## config.mk

```make
export PLATFORM = sky130hd
export DESIGN_NAME = vram_line_fetch
export DESIGN_NICKNAME = d
export VERILOG_FILES = /design/src/rtl/vram_line_fetch.sv
export SDC_FILE = /design/constraint.sdc
export NUM_CORES = 1
export LEC_CHECK = 0
export ABC_CLOCK_PERIOD_IN_PS = 2500
export CAP_MARGIN = 20
export CORE_ASPECT_RATIO = 1.2
export CORE_UTILIZATION = 56
export CTS_CLUSTER_DIAMETER = 100
export DETAILED_ROUTE_END_ITERATION = 8
export PLACE_DENSITY_LB_ADDON = 0.2
export SLEW_MARGIN = 0
export SYNTH_ARGS = -nofsm -noshare
export SYNTH_HDL_FRONTEND = slang
export SYNTH_SLANG_ARGS = --single-unit
```

## constraint.sdc

```tcl
create_clock -name clk_pix -period 2.5 [get_ports clk_pix]
set_input_delay 0.25 -clock clk_pix [delete_from_list [all_inputs] [get_ports clk_pix]]
set_output_delay 0.25 -clock clk_pix [all_outputs]
set_load 0.005 [all_outputs]
```

## src/rtl/vram_line_fetch.sv

```systemverilog
// VRAM line prefetcher: fills the back half of a ping-pong line buffer
// over a req/ack memory port while the video stage reads the front half.
module vram_line_fetch #(
  parameter int WORDS = 32,
  parameter int CW    = 5,
  parameter int LW    = 9,
  parameter int AW    = 14
) (
  input  logic          clk_pix,
  input  logic          rst_n,
  input  logic          line_start,
  input  logic [LW-1:0] next_line,
  input  logic [CW-1:0] vid_addr,
  output logic [15:0]   vid_data,
  output logic [AW-1:0] mem_addr,
  output logic          mem_rd,
  input  logic          mem_ack,
  input  logic [15:0]   mem_din,
  output logic          busy,
  output logic          underrun,
  input  logic          clr_underrun
);

  typedef enum logic {
    IDLE,
    FETCH
  } state_t;

  state_t        state;
  logic          sel;
  logic [CW-1:0] cnt;
  logic [LW-1:0] line_reg;

  logic [15:0] mem_buf [0:1][0:WORDS-1];

  logic          ack_ok;
  logic          last;
  logic          abort;
  logic [CW-1:0] cnt_nxt;

  assign ack_ok  = (state == FETCH) && mem_ack;
  assign last    = (cnt == CW'(WORDS - 1));
  assign abort   = (state == FETCH) && line_start && !(mem_ack && last);
  assign cnt_nxt = cnt + CW'(1);

  // Write targets the pre-swap back buffer, even on a restart cycle
  always_ff @(posedge clk_pix) begin
    if (ack_ok)
      mem_buf[~sel][cnt] <= mem_din;
  end

  always_ff @(posedge clk_pix or negedge rst_n) begin
    if (!rst_n) begin
      state    <= IDLE;
      sel      <= 1'b0;
      cnt      <= '0;
      line_reg <= '0;
      mem_rd   <= 1'b0;
      mem_addr <= '0;
      vid_data <= '0;
      busy     <= 1'b0;
      underrun <= 1'b0;
    end else begin
      vid_data <= mem_buf[sel][vid_addr];

      if (abort)
        underrun <= 1'b1;
      else if (clr_underrun)
        underrun <= 1'b0;

      if (line_start) begin
        sel      <= ~sel;
        line_reg <= next_line;
        cnt      <= '0;
        mem_addr <= {next_line, {CW{1'b0}}};
        mem_rd   <= 1'b1;
        busy     <= 1'b1;
        state    <= FETCH;
      end else if (ack_ok) begin
        cnt      <= cnt_nxt;
        mem_addr <= {line_reg, cnt_nxt};
        if (last) begin
          mem_rd <= 1'b0;
          busy   <= 1'b0;
          state  <= IDLE;
        end
      end
    end
  end

endmodule

```

==> results by group <==
Status
  – Status: finished, violations left
  – Failing checks: setup timing

Synth
  – Main combinational cell family by area after synthesis: multiplexers
  – Ys Warns: 0
  – Cells taking the most area after synthesis: edfxtp_1 (75%), mux4_2 (13%), dfrtp_1 (2.6%), mux2_2 (1.3%), mux2i_1 (1.1%)
  – Complex-gate fraction of the synthesized area: 0.0213
  – Post-synth top cells: edfxtp_1 (1024), mux4_2 (240), nor2_1 (105)
  – Most used DFF post-synth: edfxtp_1
  – Synth Cell Area: 0.0409 mm2
  – Synth Instances: 1871
  – Cell variety after synth: 41
  – Syn Nets: 1911
  – Post-Synth XOR/XNOR Area: 0.000856
  – Post-synthesis mux area share: 0.160
  – Synth Area in Simple Gates: 0.0232
  – Post-synth top area share: 0.752
  – Adder-Cell Fraction of Synth Area: 0.00153
  – Register area share after synthesis: 0.777
  – Area leader, netlist: edfxtp_1
  – Share of flip-flops with an asynchronous set or reset: 0.0394
  – Post-synth EDFFs: 1024
  – Seq cells post-synth: 1066
  – Synth Area per Inst: 21.9 um2
  – Count leader, synth: edfxtp_1

Timing
  – Highest Clock Rate: 0.399 GHz
  – Max_slew headroom: 0.354
  – Final WS setup: -5.03 ps
  – Hold_ws: 82.2 ps
  – Minimum clock period: 2510 ps
  – Tcrit/Tclk final: 1.00
  – Final setup viols: 1
  – Final Hold Vio Count: 0
  – Slew at the pin closest to its max-slew limit: 965 ps
  – RSZ-0062 raised after global routing: true
  – Max Clock Skew: 31.3 ps
  – Max Slew Vio Count: 0

GRT
  – Initial antenna violation count: 1
  – Global-route wire length before repair: 140000 um
  – Total gr overflow: 0
  – Largest net degree at the start of global routing: 65
  – Vias in the first global route: 20900
  – Global Route Usage Sum: 0.265

Critical path
  – Crit Path Max Fanout: 25
  – Crit path DAT: 3030 ps
  – FF-to-FF Start: sel$_DFFE_PN0P_
  – RR Endpoint: vid_data[0]$_DFF_PN0_
  – Startpoint Class: register
  – Reg2Reg Depth: 7
  – Worst endpoint required time: 3030 ps
  – Crit path kind: register to register
  – CP endpoint kind: register
  – Worst R2R Setup Slack: -5 ps

Layout
  – Area of the multi-input gates: 0.00853 mm2
  – Share of cells above drive strength 1: 0.314
  – Fill cells: 4492
  – Design Area, Final: 0.0480 mm2
  – Biggest regs: mem_buf x1024, vid_data x16, mem_addr x14
  – Ant. Diodes: 0
  – Area growth syn-to-layout: 17.4%
  – Reg area: 0.0318 mm2
  – Fin nets: 2209
  – Max reg flops: 1024
  – Largest register by flop count: mem_buf

CTS
  – CTS tree: done
  – Clk Latency, worst-skew pair: 670 ps
  – Clock root buffer master: clkbuf_16
  – Inserted Clock Buffers: 101
  – Clock sink count: 1066
  – CTS clk-pin slew, worst paths: 70 ps
  – Max clock buf depth: 3
  – # H-tree levels: 3

Drt
  – Mean number of vias per cell: 6.33
  – DRT met1 WL: 36300 um
  – DRC Markers: 0
  – WL per Instance: 29.9 um
  – Met3 WL: 7170 um
  – Iteration-0 DRC Markers: 2084
  – Post-Route WL: 95400 um
  – Vias: 20200
  – DRT Pass-1 Iters: 6
  – WL met2: 48200 um
  – Max Used Layer: met5
  – Post-DRT Antenna Nets: 0

Flow run
  – Max-cap violations: 0

Pwr
  – Leak pwr: 0.0157 uW
  – Total Power: 41300 uW
  – VDD IR max: 0.000589 V
  – Power per Cell Area: 860 mW/mm2

Die
  – # IOs: 68
  – Die Area: 0.0741 mm2
  – Num rows: 108
  – Die height: 298 um
  – Initial Util: 0.566
  – Core ar.: 0.0723 mm2
  – Die Width: 249 um

Place
  – Worst slack at placement: -293 ps
  – Detail Placement HPWL: 59500 um
  – GPL Wtd Cong: 0.855
  – Placed cell area: 0.0446 mm2
  – Port Buffers: 67

Min path
  – Hold Path Class: input port to async pin
==> cells in the final DEF, fill, tap and decap left out, types with 4 or more instances in the layout <==
cell                n
clkbuf_1           18
buf_4             156
o2111ai_1           9
nor2_1            101
clkinv_1           17
nor2b_1             6
mux2i_1            46
clkbuf_16         104
o22ai_1            14
a221oi_1            7
nor3_1              5
buf_2              18
a211oi_1           18
dfrtp_1            41
o31ai_1             4
clkinvlp_4          6
a21oi_1            17
nand3_1            22
a22oi_1            30
mux4_2            240
a221o_1             7
edfxtp_1         1024
ha_1                5
mux2_1             12
inv_6               4
bufinv_16          10
o21ai_0             6
a22oi_2             4
nor2_2              5
clkinv_2           20
buf_12             72
and3_1              4
mux2_2             48
clkdlybuf4s50_1    47
nand2_1            60
==> worst max-delay path by stage <==
stage | depth (start not counted) | end | startpoint
floorplan | 8 | mem_buf[1][256]$_DFFE_PP_ | sel$_DFFE_PN0P_
global placement | 6 | vid_data[0]$_DFF_PN0_ | sel$_DFFE_PN0P_
global route | 6 | vid_data[4]$_DFF_PN0_ | sel$_DFFE_PN0P_
detailed placement | 6 | vid_data[0]$_DFF_PN0_ | sel$_DFFE_PN0P_
CTS | 7 | vid_data[4]$_DFF_PN0_ | sel$_DFFE_PN0P_
finish | 7 | vid_data[0]$_DFF_PN0_ | sel$_DFFE_PN0P_
==> metrics by stage <==
step	TNS, ps	util	instances
2_1_floorplan	-99960	-	1871
3_3_place_gp	-654	0.617	2994
3_5_place_dp	-691	0.617	2994
4_1_cts	0	0.664	3186
5_1_grt	-59.0	0.664	3186
6_report	-5.03	0.664	3186
==> metal layers <==
| metal | track usage | up-vias |
|---|---|---|
| met3 | 0.0474 | 165 |
| met2 | 0.438 | 839 |
| met1 | 0.352 | 10800 |
| li1 | - | 8386 |
| met4 | 0.107 | 2 |
| met5 | 0 | - |
==> report_power, final <==
part / leakage [uW] / internal, uW / switching, uW
sequential: 0.00970 / 19800 / 153
combinational: 0.00436 / 3180 / 2960
clock: 0.00160 / 8700 / 6460
total: 0.0157 / 31700 / 9570
==> area by class of cell <==
class / instances / area share
well taps: 935 / 0.0244
clock buffers: 124 / 0.0562
flip-flops and latches: 1066 / 0.662
repair buffers: 297 / 0.0671
clock inverters: 61 / 0.0122
inverters: 3 / 0.000234
multi-input cells: 700 / 0.178
==> critical path, stage by stage (launching register included) <==
cell	delay, ps
dfrtp_4	530
buf_12	140
buf_12	210
mux4_2	530
a22oi_1	380
nand3_2	240
nand2_1	220
a211oi_1	60
==> what timing repair did <==
item                       4_1_cts  5_1_grt
gates resized for setup          5        7
setup endpoints to repair       15       22
buffers inserted                 6        0
hold buffers                     1        0
hold endpoints to repair        42        0
pin swaps                        0        1
==> cells by family after synthesis <==
kind of cell | after synthesis
DFF | 1066
muxes | 347
and+or+nand+nor | 223
AOI/OAI and AO/OA | 121
buffers and inverters | 105
adders and majority gates | 5
xor gates and xnor gates | 4
Note: power is estimated with default switching activity, not from simulation.
